===== config.mk =====
export PLATFORM = sky130hd
export DESIGN_NAME = ls_ctrl_flat
export DESIGN_NICKNAME = d
export VERILOG_FILES = /design/src/rtl/ls_ctrl_pkg.sv /design/src/rtl/ls_ctrl_if.sv /design/src/rtl/ls_lane_unit.sv /design/src/rtl/ls_ctrl.sv /design/src/flat_wrapper.sv
export SDC_FILE = /design/constraint.sdc
export NUM_CORES = 1
export LEC_CHECK = 0
export ABC_AREA = 0
export BUFFER_PORTS_ARGS = -buffer_cell sky130_fd_sc_hd__buf_2
export CAP_MARGIN = 20
export CELL_PAD_IN_SITES_DETAIL_PLACEMENT = 1
export CELL_PAD_IN_SITES_GLOBAL_PLACEMENT = 1
export CORE_MARGIN = 10
export CORE_UTILIZATION = 42
export CTS_CLUSTER_SIZE = 20
export DETAILED_ROUTE_END_ITERATION = 8
export GPL_TIMING_DRIVEN = 0
export PLACE_DENSITY = 0.86
export SLEW_MARGIN = 20
export SYNTH_ARGS = -nofsm -noshare
export SYNTH_HDL_FRONTEND = slang
export SYNTH_HIERARCHICAL = 1
export SYNTH_SLANG_ARGS = --single-unit

===== constraint.sdc =====
create_clock -name clk -period 3.8 [get_ports clk]
set_input_delay 0.57 -clock clk [delete_from_list [all_inputs] [get_ports clk]]
set_output_delay 0.57 -clock clk [all_outputs]
set_load 0.03 [all_outputs]

===== src/rtl/ls_ctrl_pkg.sv =====
// ls_ctrl_pkg: op encodings, FSM state constants and dispatch helpers shared with the control unit
package ls_ctrl_pkg;
  localparam logic [2:0] LS_LB = 3'd0;
  localparam logic [2:0] LS_LH = 3'd1;
  localparam logic [2:0] LS_LW = 3'd2;
  localparam logic [2:0] LS_SB = 3'd4;
  localparam logic [2:0] LS_SH = 3'd5;
  localparam logic [2:0] LS_SW = 3'd6;
  localparam logic [2:0] S_IDLE      = 3'd0;
  localparam logic [2:0] S_READ_WAIT = 3'd1;
  localparam logic [2:0] S_LOAD_WB   = 3'd2;
  localparam logic [2:0] S_WRITE     = 3'd3;
  localparam logic [2:0] S_EXC       = 3'd4;
  function automatic logic ls_bad_op(input logic [2:0] op);
    return op == 3'd3 || op == 3'd7;
  endfunction
  function automatic logic ls_is_load(input logic [2:0] op);
    return !op[2];
  endfunction
  // First state after an accepted start: exceptions first, then SW straight to WRITE,
  // everything else needs the memory word first.
  function automatic logic [2:0] ls_dispatch(input logic [2:0] op, input logic [1:0] a);
    logic mis;
    mis = ((op == LS_LH || op == LS_SH) && a[0]) || ((op == LS_LW || op == LS_SW) && a != 2'b00);
    return (ls_bad_op(op) || mis) ? S_EXC : op == LS_SW ? S_WRITE : S_READ_WAIT;
  endfunction
endpackage


===== src/rtl/ls_ctrl_if.sv =====
// ls_ctrl_if: request, memory and result signals between control unit, memory and ls_ctrl
interface ls_ctrl_if #(parameter int ADDR_W = 32, parameter int DATA_W = 32);
  logic              start;
  logic [2:0]        op;
  logic [ADDR_W-1:0] addr;
  logic [DATA_W-1:0] store_data;
  logic [DATA_W-1:0] mem_rdata;
  logic [ADDR_W-1:0] mem_addr;
  logic [DATA_W-1:0] mem_wdata;
  logic              mem_wr;
  logic [DATA_W-1:0] load_data;
  logic              bank_write;
  logic              busy;
  logic              done;
  logic              misalign;
  logic              bad_op;
  modport master (
    output start, op, addr, store_data, mem_rdata,
    input  mem_addr, mem_wdata, mem_wr, load_data, bank_write, busy, done, misalign, bad_op
  );
  modport slave (
    input  start, op, addr, store_data, mem_rdata,
    output mem_addr, mem_wdata, mem_wr, load_data, bank_write, busy, done, misalign, bad_op
  );
endinterface


===== src/rtl/ls_lane_unit.sv =====
// ls_lane_unit: little-endian lane extract with sign extension, and byte/half merge for stores
module ls_lane_unit
  import ls_ctrl_pkg::*;
(
  input  logic [2:0]  op_i,
  input  logic [1:0]  addr_i,
  input  logic [31:0] word_i,
  input  logic [31:0] store_data_i,
  output logic [31:0] load_data_o,
  output logic [31:0] merged_o
);
  logic [31:0] shifted;
  logic [15:0] half;
  logic [31:0] bmask;
  logic [31:0] hmask;
  // Lane selection, sign extension and read-modify-write merge
  always_comb begin
    shifted     = word_i >> {addr_i, 3'b000};
    half        = addr_i[1] ? word_i[31:16] : word_i[15:0];
    bmask       = 32'h0000_00FF << {addr_i, 3'b000};
    hmask       = addr_i[1] ? 32'hFFFF_0000 : 32'h0000_FFFF;
    load_data_o = op_i == LS_LB ? {{24{shifted[7]}}, shifted[7:0]} :
                  op_i == LS_LH ? {{16{half[15]}}, half} : word_i;
    merged_o    = op_i == LS_SB ? (word_i & ~bmask) | ({4{store_data_i[7:0]}} & bmask) :
                  op_i == LS_SH ? (word_i & ~hmask) | ({2{store_data_i[15:0]}} & hmask) : store_data_i;
  end
endmodule


===== src/rtl/ls_ctrl.sv =====
// ls_ctrl: multi-cycle load/store sequencer with read-modify-write for sub-word stores
module ls_ctrl
  import ls_ctrl_pkg::*;
#(
  parameter int ADDR_W  = 32,
  parameter int DATA_W  = 32,
  parameter int MEM_LAT = 3
) (
  input logic         clk,
  input logic         reset,
  ls_ctrl_if.slave    bus
);
  logic [2:0]        state_q, state_d, op_q;
  logic [3:0]        cnt_q, cnt_d;
  logic [ADDR_W-1:0] addr_q, mem_addr_q;
  logic [DATA_W-1:0] sd_q, word_q, mem_wdata_q, load_data_q;
  logic              mem_wr_q, bank_write_q, busy_q, done_q, misalign_q, bad_op_q;
  logic [31:0]       lane_load, lane_merged;
  logic              last;
  assign last = cnt_q == 4'(MEM_LAT - 1);
  ls_lane_unit u_lane (
    .op_i(op_q), .addr_i(addr_q[1:0]), .word_i(word_q), .store_data_i(sd_q),
    .load_data_o(lane_load), .merged_o(lane_merged)
  );
  // Next state and read-latency counter
  always_comb begin
    state_d = state_q == S_IDLE      ? (bus.start ? ls_dispatch(bus.op, bus.addr[1:0]) : S_IDLE) :
              state_q == S_READ_WAIT ? (last ? (ls_is_load(op_q) ? S_LOAD_WB : S_WRITE) : S_READ_WAIT) :
              S_IDLE;
    cnt_d   = (state_q == S_READ_WAIT && !last) ? cnt_q + 4'd1 : 4'd0;
  end
  // State, request capture and registered outputs driven from the state being left
  always_ff @(posedge clk) begin
    if (!reset) begin
      state_q      <= S_IDLE;
      cnt_q        <= '0;
      op_q         <= '0;
      addr_q       <= '0;
      sd_q         <= '0;
      word_q       <= '0;
      mem_addr_q   <= '0;
      mem_wdata_q  <= '0;
      load_data_q  <= '0;
      mem_wr_q     <= 1'b0;
      bank_write_q <= 1'b0;
      busy_q       <= 1'b0;
      done_q       <= 1'b0;
      misalign_q   <= 1'b0;
      bad_op_q     <= 1'b0;
    end else begin
      state_q      <= state_d;
      cnt_q        <= cnt_d;
      busy_q       <= state_d != S_IDLE;
      mem_wr_q     <= state_q == S_WRITE;
      bank_write_q <= state_q == S_LOAD_WB;
      done_q       <= state_q == S_WRITE || state_q == S_LOAD_WB || state_q == S_EXC;
      bad_op_q     <= state_q == S_EXC && ls_bad_op(op_q);
      misalign_q   <= state_q == S_EXC && !ls_bad_op(op_q);
      if (state_q == S_IDLE && bus.start) begin
        op_q       <= bus.op;
        addr_q     <= bus.addr;
        sd_q       <= bus.store_data;
        mem_addr_q <= {bus.addr[ADDR_W-1:2], 2'b00};
      end
      if (state_q == S_READ_WAIT && last) word_q <= bus.mem_rdata;
      if (state_q == S_LOAD_WB) load_data_q <= lane_load;
      if (state_q == S_WRITE) mem_wdata_q <= lane_merged;
    end
  end
  assign bus.mem_addr   = mem_addr_q;
  assign bus.mem_wdata  = mem_wdata_q;
  assign bus.mem_wr     = mem_wr_q;
  assign bus.load_data  = load_data_q;
  assign bus.bank_write = bank_write_q;
  assign bus.busy       = busy_q;
  assign bus.done       = done_q;
  assign bus.misalign   = misalign_q;
  assign bus.bad_op     = bad_op_q;
endmodule


===== src/flat_wrapper.sv =====
// flat-port wrapper written by rule: the top's interface ports become plain ports
module ls_ctrl_flat import ls_ctrl_pkg::*;
#(
  parameter int ADDR_W  = 32,
  parameter int DATA_W  = 32,
  parameter int MEM_LAT = 3
)
  (clk, reset, bus_start, bus_op, bus_addr, bus_store_data, bus_mem_rdata, bus_mem_addr, bus_mem_wdata, bus_mem_wr, bus_load_data, bus_bank_write, bus_busy, bus_done, bus_misalign, bus_bad_op);
  ls_ctrl_if #(.ADDR_W(ADDR_W), .DATA_W(DATA_W)) bus_i ();
  input logic clk;
  input logic reset;
  input wire logic [$bits(bus_i.start)-1:0] bus_start;
  input wire logic [$bits(bus_i.op)-1:0] bus_op;
  input wire logic [$bits(bus_i.addr)-1:0] bus_addr;
  input wire logic [$bits(bus_i.store_data)-1:0] bus_store_data;
  input wire logic [$bits(bus_i.mem_rdata)-1:0] bus_mem_rdata;
  output wire logic [$bits(bus_i.mem_addr)-1:0] bus_mem_addr;
  output wire logic [$bits(bus_i.mem_wdata)-1:0] bus_mem_wdata;
  output wire logic [$bits(bus_i.mem_wr)-1:0] bus_mem_wr;
  output wire logic [$bits(bus_i.load_data)-1:0] bus_load_data;
  output wire logic [$bits(bus_i.bank_write)-1:0] bus_bank_write;
  output wire logic [$bits(bus_i.busy)-1:0] bus_busy;
  output wire logic [$bits(bus_i.done)-1:0] bus_done;
  output wire logic [$bits(bus_i.misalign)-1:0] bus_misalign;
  output wire logic [$bits(bus_i.bad_op)-1:0] bus_bad_op;
  assign bus_i.start = bus_start;
  assign bus_i.op = bus_op;
  assign bus_i.addr = bus_addr;
  assign bus_i.store_data = bus_store_data;
  assign bus_i.mem_rdata = bus_mem_rdata;
  assign bus_mem_addr = bus_i.mem_addr;
  assign bus_mem_wdata = bus_i.mem_wdata;
  assign bus_mem_wr = bus_i.mem_wr;
  assign bus_load_data = bus_i.load_data;
  assign bus_bank_write = bus_i.bank_write;
  assign bus_busy = bus_i.busy;
  assign bus_done = bus_i.done;
  assign bus_misalign = bus_i.misalign;
  assign bus_bad_op = bus_i.bad_op;
  ls_ctrl #(.ADDR_W(ADDR_W), .DATA_W(DATA_W), .MEM_LAT(MEM_LAT)) u_core (.clk(clk), .reset(reset), .bus(bus_i));
endmodule

* Word-level counts from Yosys, hierarchy flattened *
Index checks and enable logic that the tools add are counted.

cells by class
  bitwise gates (word level) = 8
  multiplexer cells = 13
  eq/ne operators = 16
  add/sub/neg operators = 1
  shifts and indexed selects = 2
  reduce and logical (&&, ||, !) cells = 22

operators with widths
  kind                                                 number
  2-to-1 mux 32 bit                                    5
  AND 32 bit                                           4
  inverter 32 bit                                      2
  OR 32 bit                                            2
  left shift 8 x 5 -> 32 bit, first input constant     1
  >> shifter 32 x 5 -> 8 bit                           1
  equality test 3 bit, second input constant           7
  2-to-1 mux 16 bit                                    1
  equality test 3 x 2 -> 1 bit, second input constant  5
  2-to-1 mux 3 bit                                     5
  equality test 3 x 1 -> 1 bit, second input constant  3
  logical OR 1 bit                                     8
  logical AND 1 bit                                    7
  zero test 3 bit                                      2
  adder 4 x 1 -> 4 bit, second input constant          1
  equality test 4 x 2 -> 1 bit, second input constant  1
  nonzero test 3 bit                                   1
  zero test 1 bit                                      2
  2-to-1 mux 2 bit                                     1
  AND reduction 2 bit                                  1
  nonzero test 2 bit                                   1
  2-to-1 mux 1 bit                                     1

storage, ports and cells
  output and inout port bits = 102
  input bits = 102
  bits in registers = 176

* Depth between registers and ports, before layout *
  word-level depth = 9
  mapped depth = 8

* Modules after synthesis *
Netlist, hierarchy kept.

modules (own cells, without submodules)
  module        seq. area each (sq um)  cells an instance  area each (sq um)  instances
  ls_ctrl       3523.4                  767                6670.1             1
  ls_lane_unit  0.0                     237                1599.0             1

* Least setup slack after synthesis *
OpenSTA, ideal clock, no wires.

  path kind = reg2reg
  from = register u_core.cnt_q[0]
  to = register u_core.word_q[0]
  cell stages (with the launch flop) = 8
  slack = 2151 ps
  data arrival time = 1577 ps
  library setup time = 72 ps
  data required time = 3728 ps
  path buffers = 2
  path through = dfxtp_1 -> inv_1 -> ha_1 -> or3b_4 -> nor4b_2 -> buf_4 -> buf_6 -> mux2i_1

on the way
  longest elaborated chain between the ends = 2

ends and longest elaborated chain
  what                          line           text
  start, declared               ls_ctrl.sv:14  logic [3:0] cnt_q, cnt_d;
  start signal, assigned        ls_ctrl.sv:52  cnt_q <= cnt_d;
  equality test 4 x 2 -> 1 bit  ls_ctrl.sv:20  assign last = cnt_q == 4'(MEM_LAT - 1);
  logical AND 1 bit             ls_ctrl.sv:65  if (state_q == S_READ_WAIT && last) word_q <= bus.mem_rdata;
  end signal, assigned          ls_ctrl.sv:65
  end, declared                 ls_ctrl.sv:16  logic [DATA_W-1:0] sd_q, word_q, mem_wdata_q, load_data_q;

No other way between the ends.
A chain may end at the register's enable or synchronous reset.

* Worst setup path after layout *
  from = register u_core.op_q[0]
  to = register u_core.load_data_q[8] (netlist: u_core/bus.load_data[8])

on the way
  longest elaborated chain between the ends = 3
  elaborated cells on any way between the ends = 4
  those cells by class = 1 x eq/ne; 2 x mux; 1 x reduce/logical

ends and longest elaborated chain
  what                          line                text
  start, declared               ls_ctrl.sv:13       logic [2:0] state_q, state_d, op_q;
  start signal, assigned        ls_ctrl.sv:60       op_q <= bus.op;
  equality test 3 x 1 -> 1 bit  ls_lane_unit.sv:23  op_i == LS_LH ? {{16{half[15]}}, half} : word_i;
  2-to-1 mux 32 bit             ls_lane_unit.sv:23
  2-to-1 mux 32 bit (*)         ls_lane_unit.sv:22  load_data_o = op_i == LS_LB ? {{24{shifted[7]}}, shifted[7:0]} :
  net u_core.lane_load[8]       ls_ctrl.sv:18       logic [31:0] lane_load, lane_merged;
  end signal, assigned          ls_ctrl.sv:66       if (state_q == S_LOAD_WB) load_data_q <= lane_load;
  end, declared                 ls_ctrl.sv:16

Mark *: on every way through the listed nets, which the timed path passes. The rest lies on a longest branch.

==> results.py <==
metrics = {
    "clocking": {
        "cts_root_buf": "clkbuf_16",
        "cts_htree_levels": 4,
        "clk_pin_slew_worst_paths_ns": 0.07,
        "insertion_delay_ns": 0.44,
        "postCtsResizedCells": 0,
        "ctsHoldBuffers": 0,
        "cts_made_buffers": 17,
        "cts_buffer_depth": 2,
        "cts_num_sinks": 176,
        "cts_tree": "yes",
        "post_cts_buffers": 0,
    },
    "power": {
        "p_per_area_nw_per_um2": 431,
        "p_clk_frac": 0.431,
        "p_sw_mw": 1.16,
        "seq_power_share": 0.442,
        "power_report.internal_total_mw": 3.25,
        "p_sw_frac": 0.263,
        "p_leak_nw": 4.16,
        "p_comb_frac": 0.128,
        "ir_drop_uv": 326,
    },
    "timing": {
        "period_needed_ns": 2.20,
        "skew_ns": 0.0121,
        "fin_tns_setup_ns": 0,
        "slew_headroom": 0.374,
        "fmax_mhz": 454,
        "maxSlewViolCount": 0,
        "fin_ws_ns": 1.60,
        "worstMarginPinSlew_ns": 0.938,
        "rsz0062_at_grt": "no",
        "setup_viol": 0,
        "hold_violations": 0,
        "post-route-period-util": 0.580,
    },
    "synthesis": {
        "yosysWarnings": 6,
        "ys_seq_elements": 176,
        "syn-mean-instance-area_um2": 8.24,
        "synth_compound_area_frac": 0.202,
        "synth_top_family_by_area": "simple AND/OR/NAND/NOR gates",
        "synthCells": 1004,
        "synth_fa_ha_area_frac": 0.00303,
        "muxShareOfSynthArea": 0.0732,
        "yosysUniqueCellTypes": 54,
        "synth-edff-count": 0,
        "synth-xor-area-share": 0.00212,
        "yosys.area_share.simple": 0.238,
        "syn-cell-area_um2": 8270,
        "yosysSeqAreaShare": 0.426,
        "synth_ff_type": "dfxtp_1",
        "synthArstFlopShare": 0,
    },
    "routing": {
        "ant_nets": 0,
        "dr_total_vias": 8052,
        "first_pass_iters": 5,
        "drc": 0,
        "drt_iter0_drc": 563,
        "viasPerCell": 5.36,
        "wl_per_cell_um": 19.8,
        "totalWireLength_um": 29800,
    },
    "placed_design": {
        "dp.cells": 1470,
        "dp_hpwl_um": 22700,
        "port-buffer-count": 200,
        "gp_congestion": 0.946,
        "pre_cts_slack_ns": 1.67,
    },
    "final_layout": {
        "fin_nets": 1328,
        "area_growth_pct": 23.9,
        "final_layout_size_suffix_gt1_frac": 0.261,
        "stdcell_count": 1503,
    },
    "setup_path": {
        "critPathLaunchType": "flip-flop",
        "cp.arrival_ns": 2.55,
        "required_ns": 4.15,
        "cp_max_fo": 10,
        "path_class": "reg -> reg",
        "critPathCaptureType": "flip-flop",
    },
    "global_route": {
        "grt_pass1_wl_um": 46500,
        "grt_pass1_vias": 8518,
        "track_usage": 0.226,
        "gr-total-overflow": 0,
        "antenna_found_initial": 5,
        "grt_max_degree": 17,
    },
    "floorplanning": {
        "start_util": 0.426,
        "fp.dieH_um": 160,
        "placeableCoreArea_um2": 19400,
        "num_rows": 51,
        "dieArea_um2": 25700,
        "io_pins": 204,
        "chipWidth_um": 160,
    },
    "status": {
        "outcome": "completed",
    },
    "flow_run": {
        "maxCapViolations": 0,
    },
    "worst_hold_path": {
        "hold_class": "in -> reg",
    },
}
[worst max-delay path, stage by stage (launching register included)]
cell	delay, ns
dfxtp_1	0.54
buf_2	0.29
clkbuf_1	0.35
nand3_1	0.32
o211ai_1	0.35
nand2_1	0.09
a21boi_0	0.18
[cells in the final DEF (no fill, tap or decap), types with 7 or more instances in the layout]
master	count
mux2_2	9
nor2b_1	12
a21boi_1	30
or4_1	9
o21ai_0	28
dfxtp_1	176
o211ai_1	9
nor2_1	31
nand2_1	347
nand3_1	13
mux2i_1	32
a21boi_0	101
mux4_2	7
a31oi_1	16
clkbuf_16	17
clkbuf_1	41
a21oi_1	24
buf_6	10
o221a_2	13
nand2b_1	10
buf_2	226
or3_1	7
or3b_2	9
[layout make-up]
type	instances	area, um^2
clock buffers	19	453
inverters	4	15.0
well taps	265	332
fillers	2423	9160
repair buffers	200	1000
flip-flops and latches	176	3520
multi-input cells	741	4290
clock inverters	13	183
diodes	1	2.50
plain buffers	84	445
[state kept, by name, summed over array words and instances, names as in the netlist]
register,flops
u_core/addr_q,2
u_core/word_q,32
u_core/bus.misalign,1
u_core/cnt_q,4
u_core/bus.done,1
u_core/bus.mem_wr,1
u_core/state_q,3
u_core/sd_q,32
u_core/bus.busy,1
u_core/bus.mem_addr,30
u_core/bus.bank_write,1
u_core/op_q,3
u_core/bus.bad_op,1
u_core/bus.load_data,32
u_core/bus.mem_wdata,32
[routing by layer]
metal | global-route usage | vias to the layer above | part of all wire
li1 | - | 3824 | -
met1 | 0.255 | 3823 | 0.39
met2 | 0.381 | 333 | 0.48
met3 | 0.0928 | 66 | 0.10
met4 | 0.0705 | 6 | 0.022
met5 | 0 | - | 0.0014
[stage by stage]
| step | util | cell area (um^2) | power [mW] | hold WS [ns] |
|---|---|---|---|---|
| 2_1_floorplan | - | 8270 | 2.34 | 0.430 |
| 3_3_place_gp | 0.495 | 9610 | 2.53 | 0.437 |
| 3_5_place_dp | 0.495 | 9610 | 2.54 | 0.446 |
| 4_1_cts | 0.528 | 10200 | 4.44 | 0.350 |
| 5_1_grt | 0.528 | 10200 | 4.59 | 0.350 |
| 6_report | 0.528 | 10200 | 4.41 | 0.359 |
[cell usage after synthesis (all sizes together) (2+ instances only)]
| library cell | count | area (um^2) |
|---|---|---|
| nand2 | 347 | 1300 |
| dfxtp | 176 | 3520 |
| a21boi | 131 | 983 |
| buf | 43 | 292 |
| clkbuf | 41 | 154 |
| mux2i | 32 | 320 |
| nor2 | 32 | 123 |
| o21ai | 29 | 156 |
| a21oi | 25 | 129 |
| a31oi | 16 | 100 |
| nand3 | 14 | 75.1 |
| o221a | 14 | 158 |
| nor2b | 12 | 75.1 |
| nand2b | 10 | 62.6 |
| or3b | 10 | 90.1 |
| mux2 | 9 | 101 |
| o211ai | 9 | 67.6 |
| or4 | 9 | 67.6 |
| mux4 | 8 | 184 |
| or3 | 7 | 43.8 |
| inv | 4 | 15.0 |
| and2 | 3 | 18.8 |
| nor4b | 3 | 47.5 |
| ha | 2 | 25.0 |
| nor3b | 2 | 20.0 |
| o211a | 2 | 20.0 |
| o21a | 2 | 15.0 |
[final timing paths]
check / startpoint / endpoint / slack [ns] / cells after the start
setup / recovery: u_core/op_q[0] / u_core/bus.load_data[8] / 1.60 / 6
hold / removal: bus_addr[24] / u_core/bus.mem_addr[24] / 0.36 / 3
setup reg to reg: u_core/op_q[0] / u_core/bus.load_data[8] / 1.60 / 6
hold reg to reg: u_core/bus.mem_addr[25] / u_core/bus.mem_addr[25] / 0.45 / 2
[cell families after synthesis]
| family | count (synthesis) |
|---|---|
| AOI/OAI and AO/OA | 232 |
| xor gates and xnor gates | 2 |
| adders and majority gates | 2 |
| buffers and inverters | 88 |
| DFF | 176 |
| muxes | 49 |
| other | 1 |
| and+or+nand+nor | 454 |
[power groups by stage]
stage | Combinational, mW | Sequential (mW) | Clock [mW]
floorplan | 0.322 | 2.02 | 0
global placement | 0.542 | 1.98 | 0
detailed placement | 0.554 | 1.99 | 0
CTS | 0.562 | 1.95 | 1.93
global route | 0.616 | 1.95 | 2.02
finish | 0.563 | 1.95 | 1.90
No activity file was read; power rests on OpenSTA's default activity.
